$ cat src/rtl/fft_radix2_pkg.sv
// Shared constants and types for the 16-point radix-2 FFT datapath.
package fft_radix2_pkg;

    localparam int WIDTH_DEF = 16;
    localparam int N_POINTS  = 16;
    localparam int LOG2N     = 4;
    localparam int N_BFLY    = 8;
    localparam int Q_FRAC    = WIDTH_DEF - 1;
    localparam int STAGE_W   = 2;
    localparam int IDX_W     = 3;

    typedef logic [STAGE_W-1:0] stage_t;
    typedef logic [IDX_W-1:0]   idx_t;

    // Twiddle exponent for a lower-leg butterfly: (bfly mod (8 >> stage)) << stage.
    function automatic idx_t tw_addr_f(input stage_t stage, input idx_t bfly);
        idx_t mask;
        mask = idx_t'(N_BFLY - 1) >> stage;
        return (bfly & mask) << stage;
    endfunction

endpackage

$ cat src/rtl/twiddle_addr_gen.sv
// Stage/butterfly counters that sequence the twiddle ROM address for one frame.
module twiddle_addr_gen
    import fft_radix2_pkg::*;
(
    input  logic               clk,
    input  logic               rst_n,
    input  logic               clear,
    input  logic               accept,
    output logic [STAGE_W-1:0] stage_o,
    output logic [IDX_W-1:0]   bfly_o,
    output logic [IDX_W-1:0]   tw_addr_o,
    output logic               last_o
);

    stage_t stage_q, stage_d;
    idx_t   bfly_q,  bfly_d;

    always_comb begin
        stage_d = stage_q;
        bfly_d  = bfly_q;
        if (clear) begin
            stage_d = '0;
            bfly_d  = '0;
        end else if (accept) begin
            bfly_d = bfly_q + idx_t'(1);
            if (bfly_q == idx_t'(N_BFLY - 1)) begin
                stage_d = stage_q + stage_t'(1);
            end
        end
    end

    always_ff @(posedge clk or negedge rst_n) begin
        if (!rst_n) begin
            stage_q <= '0;
            bfly_q  <= '0;
        end else begin
            stage_q <= stage_d;
            bfly_q  <= bfly_d;
        end
    end

    assign stage_o   = stage_q;
    assign bfly_o    = bfly_q;
    assign tw_addr_o = tw_addr_f(stage_q, bfly_q);
    assign last_o    = (stage_q == stage_t'(LOG2N - 1)) && (bfly_q == idx_t'(N_BFLY - 1));

endmodule

$ cat src/rtl/twiddle_mult_radix2.sv
// Three-stage complex twiddle multiplier with Q15 round-half-up and saturation.
module twiddle_mult_radix2
    import fft_radix2_pkg::*;
#(
    parameter int WIDTH = WIDTH_DEF
) (
    input  logic                    clk,
    input  logic                    rst_n,
    input  logic                    clear,
    input  logic                    s_valid,
    output logic                    s_ready,
    input  logic signed [WIDTH-1:0] s_re,
    input  logic signed [WIDTH-1:0] s_im,
    output logic [IDX_W-1:0]        tw_addr,
    input  logic signed [WIDTH-1:0] tw_real,
    input  logic signed [WIDTH-1:0] tw_imag,
    output logic                    m_valid,
    input  logic                    m_ready,
    output logic signed [WIDTH-1:0] m_re,
    output logic signed [WIDTH-1:0] m_im,
    output logic [STAGE_W-1:0]      m_stage,
    output logic [IDX_W-1:0]        m_idx,
    output logic                    m_last
);

    localparam int PW = 2 * WIDTH;
    localparam logic signed [PW:0] RND     = {{(WIDTH+2){1'b0}}, 1'b1, {(WIDTH-2){1'b0}}};
    localparam logic signed [PW:0] SAT_MAX = {{(WIDTH+2){1'b0}}, {(WIDTH-1){1'b1}}};
    localparam logic signed [PW:0] SAT_MIN = ~SAT_MAX;

    logic en, accept;
    logic [STAGE_W-1:0] cnt_stage;
    logic [IDX_W-1:0]   cnt_bfly;
    logic               cnt_last;

    logic                    v1_q, v2_q, v3_q;
    logic signed [WIDTH-1:0] ar_q, ai_q, wr_q, wi_q;
    stage_t                  st1_q, st2_q, st3_q;
    idx_t                    ix1_q, ix2_q, ix3_q;
    logic                    ls1_q, ls2_q, ls3_q;
    logic signed [PW-1:0]    p_rr_q, p_ii_q, p_ri_q, p_ir_q;
    logic signed [WIDTH-1:0] re3_q, im3_q;

    logic signed [PW:0]      re_full, im_full, re_rnd, im_rnd;
    logic signed [WIDTH-1:0] re_sat, im_sat;

    // A single enable stalls every stage together so nothing is dropped or duplicated.
    assign en      = !v3_q || m_ready;
    assign s_ready = en;
    assign accept  = s_valid && en && !clear;

    twiddle_addr_gen u_addr_gen (
        .clk       (clk),
        .rst_n     (rst_n),
        .clear     (clear),
        .accept    (accept),
        .stage_o   (cnt_stage),
        .bfly_o    (cnt_bfly),
        .tw_addr_o (tw_addr),
        .last_o    (cnt_last)
    );

    always_ff @(posedge clk or negedge rst_n) begin
        if (!rst_n) begin
            v1_q <= 1'b0; v2_q <= 1'b0; v3_q <= 1'b0;
            ar_q <= '0; ai_q <= '0; wr_q <= '0; wi_q <= '0;
            st1_q <= '0; ix1_q <= '0; ls1_q <= 1'b0;
            p_rr_q <= '0; p_ii_q <= '0; p_ri_q <= '0; p_ir_q <= '0;
            st2_q <= '0; ix2_q <= '0; ls2_q <= 1'b0;
            re3_q <= '0; im3_q <= '0;
            st3_q <= '0; ix3_q <= '0; ls3_q <= 1'b0;
        end else begin
            if (clear) begin
                v1_q <= 1'b0; v2_q <= 1'b0; v3_q <= 1'b0;
            end else if (en) begin
                v1_q <= s_valid;
                v2_q <= v1_q;
                v3_q <= v2_q;
            end
            if (accept) begin
                ar_q  <= s_re;    ai_q  <= s_im;
                wr_q  <= tw_real; wi_q  <= tw_imag;
                st1_q <= cnt_stage; ix1_q <= cnt_bfly; ls1_q <= cnt_last;
            end
            if (en && v1_q) begin
                p_rr_q <= ar_q * wr_q;
                p_ii_q <= ai_q * wi_q;
                p_ri_q <= ar_q * wi_q;
                p_ir_q <= ai_q * wr_q;
                st2_q  <= st1_q; ix2_q <= ix1_q; ls2_q <= ls1_q;
            end
            if (en && v2_q) begin
                re3_q <= re_sat; im3_q <= im_sat;
                st3_q <= st2_q;  ix3_q <= ix2_q; ls3_q <= ls2_q;
            end
        end
    end

    always_comb begin
        re_full = {p_rr_q[PW-1], p_rr_q} - {p_ii_q[PW-1], p_ii_q};
        im_full = {p_ri_q[PW-1], p_ri_q} + {p_ir_q[PW-1], p_ir_q};
        re_rnd  = (re_full + RND) >>> (WIDTH - 1);
        im_rnd  = (im_full + RND) >>> (WIDTH - 1);
        re_sat  = re_rnd[WIDTH-1:0];
        im_sat  = im_rnd[WIDTH-1:0];
        if (re_rnd > SAT_MAX)      re_sat = SAT_MAX[WIDTH-1:0];
        else if (re_rnd < SAT_MIN) re_sat = SAT_MIN[WIDTH-1:0];
        if (im_rnd > SAT_MAX)      im_sat = SAT_MAX[WIDTH-1:0];
        else if (im_rnd < SAT_MIN) im_sat = SAT_MIN[WIDTH-1:0];
    end

    assign m_valid = v3_q;
    assign m_re    = re3_q;
    assign m_im    = im3_q;
    assign m_stage = st3_q;
    assign m_idx   = ix3_q;
    assign m_last  = ls3_q;

endmodule

$ cat config.mk
export PLATFORM = sky130hd
export DESIGN_NAME = twiddle_mult_radix2
export DESIGN_NICKNAME = d
export VERILOG_FILES = /design/src/rtl/fft_radix2_pkg.sv /design/src/rtl/twiddle_addr_gen.sv /design/src/rtl/twiddle_mult_radix2.sv
export SDC_FILE = /design/constraint.sdc
export NUM_CORES = 2
export LEC_CHECK = 0
export ABC_CLOCK_PERIOD_IN_PS = 8600
export BUFFER_PORTS_ARGS = -buffer_cell sky130_fd_sc_hd__buf_2
export CAP_MARGIN = 0
export CELL_PAD_IN_SITES_DETAIL_PLACEMENT = 1
export CELL_PAD_IN_SITES_GLOBAL_PLACEMENT = 1
export CORE_UTILIZATION = 48
export DETAILED_ROUTE_END_ITERATION = 10
export PLACE_DENSITY = 0.9
export SKIP_LAST_GASP = 1
export SLEW_MARGIN = 10
export SYNTH_ARGS = -nofsm -noshare
export SYNTH_HDL_FRONTEND = slang
export SYNTH_SLANG_ARGS = --single-unit
export TNS_END_PERCENT = 1
$ cat constraint.sdc
create_clock -name clk -period 8.6 [get_ports clk]
set_clock_uncertainty 0.15 [all_clocks]
set_input_delay 0 -clock clk [delete_from_list [all_inputs] [get_ports clk]]
set_output_delay 0 -clock clk [all_outputs]
set_load 0.02 [all_outputs]
; ---- Yosys cells after proc, flatten, opt, wreduce, memory -nomap -nowiden
; Cells that the tools add are included.
[op_classes]
n_addsub = 6
mul = 4
n_lt_le_gt_ge = 4
n_eq_ne = 2
n_shift = 2
muxes = 15
bitwise = 1
reduce_logical = 12
[op_table]
columns = op, n
row1 = $mul A16 B16 Y32, 4
row2 = $add A33 B16 Y33 const B, 2
row3 = $mux W16, 4
row4 = $gt A18 B16 Y1 const B, 2
row5 = $lt A18 B16 Y1 const B, 2
row6 = $add A32 B32 Y33, 1
row7 = $sub A32 B32 Y33, 1
row8 = $mux W1, 6
row9 = $mux W2, 3
row10 = $mux W3, 2
row11 = $reduce_bool A2 Y1, 3
row12 = $logic_and A1 B1 Y1, 5
row13 = $add A3 B1 Y3 const B, 1
row14 = $and A3 B3 Y3, 1
row15 = $eq A3 B3 Y1 const B, 1
row16 = $shl A3 B2 Y3, 1
row17 = $shr A3 B2 Y3 const A, 1
row18 = $add A2 B1 Y2 const B, 1
row19 = $eq A2 B2 Y1 const B, 1
row20 = $logic_not A1 Y1, 2
row21 = $reduce_and A2 Y1, 1
row22 = $logic_or A1 B1 Y1, 1
[totals]
regBits = 250
inputBits = 69
word_cells = 70

; ---- Depth between registers and ports, before layout
[logic_depth]
word_depth = 6
ltp_mapped = 26

; ---- Modules after synthesis
; Synthesis repeated with hierarchy kept, for this count alone.
[hier_totals]
cells_unflattened = 5484
area_unflattened_um2 = 51553.2
[by_module_without_submodules]
columns = module, n_inst, cells_each, area_per_inst_um2, seq_area_each_um2
row1 = twiddle_mult_radix2, 1, 5451, 51217.9, 6130.9
row2 = twiddle_addr_gen, 1, 33, 335.3, 125.1

; ---- Least setup slack after synthesis
; No wires, ideal clock.
[synth_path]
path_type = reg2reg
start = reg ar_q[15]
end = reg p_ri_q[31]
arrival_ns = 6.278
path_slack_ns = 2.038
stages_incl_launch_ff = 23
n_path_buf = 1
cell_sequence = dfrtp_1 > clkbuf_1 > nand2_1 > inv_1 > fa_1 > fa_1 > fa_1 > fa_1 > fa_1 > inv_1 > fa_1 > inv_1 > ha_1 > a21o_1 > a21o_1 > a21oi_1 > o21ai_0 > or3_1 > o31ai_1 > o2111ai_1 > a21oi_1 > xnor2_1 > o21ai_0
[synth_via]
elab_chain_len = 1
[synth_lines]
columns = element, line_no
row1 = from (decl), twiddle_mult_radix2.sv:37  ; logic signed [WIDTH-1:0] ar_q, ai_q, wr_q, wi_q;
row2 = from (signal assigned), twiddle_mult_radix2.sv:81  ; ar_q <= s_re; ai_q <= s_im;
row3 = $mul A16 B16 Y32, twiddle_mult_radix2.sv:88  ; p_ri_q <= ar_q * wi_q;
row4 = to (signal assigned), twiddle_mult_radix2.sv:88
row5 = to (decl), twiddle_mult_radix2.sv:41  ; logic signed [PW-1:0] p_rr_q, p_ii_q, p_ri_q, p_ir_q;
; No other way between the ends.
; A chain may end at the register's enable or synchronous reset.

; ---- Worst setup path after layout
[layout_path]
start = reg wi_q[2]
end = reg p_ri_q[31]
[layout_via]
elab_chain_len = 1
[layout_lines]
columns = element, line_no
row1 = from (decl), twiddle_mult_radix2.sv:37
row2 = from (signal assigned), twiddle_mult_radix2.sv:82  ; wr_q <= tw_real; wi_q <= tw_imag;
row3 = $mul A16 B16 Y32, twiddle_mult_radix2.sv:88
; No other way between the ends.

==> key figures <==
Status
  • Outcome: complete, no violations

STA
  • Maximum achievable frequency: 0.122 GHz
  • Setup TNS: 0 ns
  • Unrepaired setup endpoints after global routing: no
  • Final critical delay including setup and external delays: between 8 and 9 ns
  • Final count of negative-setup-slack endpoints: 0
  • Final period util: 0.957
  • Transition time at the pin with the least slew margin: about 1.4 ns
  • Worst slew slack as a fraction of its limit: 0.0831
  • Final count of pins violating max slew: 0
  • Hold Vio Cnt, Final: 0

Place
  • Port bufs: 111
  • Detail Placement HPWL: between 100000 and 150000 um
  • Final weighted congestion in routability-driven placement: ~0.92

Clocking
  • TritonCTS Buffers: 36
  • Post-CTS setup-driven buffer insertion count: 0
  • Depth of the CTS H-tree: 2
  • Clock transition at the registers of the reported paths: about 0.06 ns
  • TritonCTS clock tree: built
  • Clock sinks: 250
  • Root cell of the clock tree: clkbuf_16
  • Source-to-sink clock delay at the later pin of the worst-skew pair: between 0.6 and 0.7 ns
  • Max Buffers Root-to-Sink: 3
  • CTS-repair resized insts: 0

Finish
  • Final #Nets: around 7200
  • Area Growth Syn to Fin: 8.63%
  • Fraction of final layout cells with drive strength greater than 1: 0.0655

Setup path
  • Kind of start point of the critical path: register
  • Critical path fanouts, max: 18
  • Dominant cell type by count on the critical path: fa_1
  • Total buffers and inverters traversed by the critical path: 3
  • CP max stage cell: dfrtp_1
  • Highest cell delay on the worst timing path: 1.01 ns
  • CP Cell Sequence: nand2_1, inv_1, fa_1, fa_1, fa_1, fa_1, fa_1, inv_1, fa_1, inv_1, ha_1, a21o_1, a21o_1, a21oi_1, o21ai_0, or3_1, o31ai_1, o2111ai_1, a21oi_1, xnor2_1, o21ai_0
  • Setup Crit Path Kind: reg -> reg
  • Kind of cell adding the most delay to the critical path: adder cells
  • Data arrival time of the worst path: 8.53 ns
  • Required @ worst endpoint: 8.90 ns
  • Element type at the critical path end: register

Global route
  • Congestion Overflow GR: 0
  • First-pass GRT wire length: roughly 290000 um
  • Largest net degree at the start of global routing: 92
  • Total routing resource utilization after global routing: 0.361
  • Initial antenna violation count: 9
  • Number of global-route vias before repair: between 50000 and 60000

Flow run
  • Maximum capacitance violations: 0

Logic synthesis
  • Synth Register Bits: between 200 and 300
  • Count of cell types in the netlist: 82
  • Area share of the leading cell type in the synthesized netlist: 0.406
  • Dominant register cell in the synthesized netlist: dfrtp_1
  • Synth top cells by count: inv_1, fa_1, nand2_1
  • Leading area contributor after synthesis: fa_1
  • Syn. warnings: 0
  • Synth top area cells: fa_1, dfrtp_1, ha_1, inv_1, and2_1
  • Post-synth EDFFs: 0
  • Count leader, synth: inv_1
  • Sequential-to-total area share from yosys stat: 0.121
  • Post-Synthesis Cells: about 5500
  • Mean Syn Cell Area: roughly 9.3 um2
  • Post-synthesis async set-or-reset flop share: 1.00
  • Number of nets in the synthesized netlist: a little over 7000
  • Cell area after synthesis: slightly above 50000 um2

Die
  • Effective utilization at floorplan: 0.484
  • Die width: between 300 and 400 um
  • Core region area: ~110000 um2
  • Number of ports placed on the die boundary: around 110
  • DIE HEIGHT: 330 um
  • Number of rows created at floorplan: between 100 and 150
  • Die area: approximately 110000 um2

Drt
  • Ratio of routed vias to standard cells: around 6.0
  • Detailed router's first-iteration violation count: around 3500
  • Antenna violation net count after detailed routing: 0
  • Routed WL: approximately 190000 um
  • Number of iterations in the first detailed-routing pass: 6
  • DR vias: 42500
  • Total DRC errors in the routed layout: 0
  • Post-DR wirelength/cell: between 20 and 30 um

Min path
  • Worst hold path type: in -> reg
==> repair_timing <==
| item | CTS | global route |
|---|---|---|
| hold endpoints to repair | 151 | 0 |
| hold buffers | 109 | 0 |
| setup endpoints to repair | 0 | 0 |
==> path summary, 6_finish.rpt <==
kind | start | endpoint | slack, ns | depth (start not counted)
setup / recovery | wi_q[2] | p_ri_q[31] | 0.37 | 21
hold / removal | s_im[4] | ai_q[4] | 0.006 | 3
setup reg to reg | wi_q[2] | p_ri_q[31] | 0.37 | 21
hold reg to reg | p_rr_q[0] | p_rr_q[0] | 0.32 | 2
max in group asynchronous | rst_n | p_ii_q[28] | 6.21 | 5
min in group asynchronous | rst_n | ls1_q | 0.42 | 4
==> flip-flops by register name (all words and copies together) (netlist names), 2 cells and up <==
signal	cells
ai_q	16
st2_q	2
st1_q	2
p_ir_q	32
ix1_q	3
ix2_q	3
m_stage	2
p_ri_q	32
u_addr_gen.bfly_o	3
u_addr_gen.stage_o	2
m_re	16
p_rr_q	32
wi_q	16
p_ii_q	32
wr_q	16
ar_q	16
m_im	16
m_idx	3
==> cells in the final DEF, fill, tap and decap left out, types with 34 or more instances in the layout <==
cell and instances:
a21o_1 67, a21oi_1 133, and2_1 502, buf_2 110, buf_4 86, clkbuf_16 36
dfrtp_1 245, dlygate4sd3_1 108, fa_1 1048, ha_1 454, inv_1 1197, mux2_2 71
nand2_1 733, nand2b_1 34, nand3_1 40, nor2_1 140, o21ai_0 163, xnor2_1 112
xor2_1 55
==> stage by stage <==
stage | utilization | hold slack, ns | instance area (um2) | std cells | worst slack (ns)
4_1_cts | 0.525 | 0.000135 | 56100 | 7084 | 0.488
6_report | 0.525 | 0.00587 | 56200 | 7090 | 0.372
3_5_place_dp | 0.503 | -0.121 | 53800 | 6910 | 0.540
2_1_floorplan | - | -0.446 | 51700 | 5546 | 2.04
3_3_place_gp | 0.503 | -0.146 | 53800 | 6910 | 1.16
5_1_grt | 0.525 | 0.0127 | 56100 | 7084 | 0.247
==> worst min-delay path, cell delays in order <==
cell and delay (ns):
dlygate4sd3_1 0.53, buf_2 0.10, mux2_2 0.13
==> metal layers <==
layer / routed length [um] / part of all wire / GRT usage / vias to the layer above
li1: - / - / - / 17000
met5: 48 / 0.00025 / 0 / -
met4: 19700 / 0.10 / 0.321 / 6
met1: 62700 / 0.33 / 0.388 / 21700
met3: 16200 / 0.085 / 0.0819 / 1214
met2: 91700 / 0.48 / 0.598 / 2640
==> kinds of logic (layout without fill, tap and decap cells) <==
kind of cell,Yosys count,count (layout),share of synthesized area
buf+inv,1438,1573,0.105
other cells,0,6,0
compound gates,549,549,0.0680
xor+xnor,167,167,0.0283
fa+ha+maj,1502,1502,0.516
flops,250,250,0.121
simple gates,1564,1564,0.146
mux,76,76,0.0164
==> area by class of cell <==
class / count / area [um2]
Tap cell: 1403 / 1760
Clock buffer: 47 / 1010
Fill cell: 12100 / 50700
Sequential cell: 250 / 6260
Antenna cell: 6 / 15.0
Multi-Input combinational cell: 3858 / 40000
Timing Repair Buffer: 308 / 2360
Inverter: 1200 / 4500
Clock inverter: 18 / 201
Power is left out: the tool's default activity adds up to more than one toggle a clock period on the data nets, which glitch-free logic cannot reach.
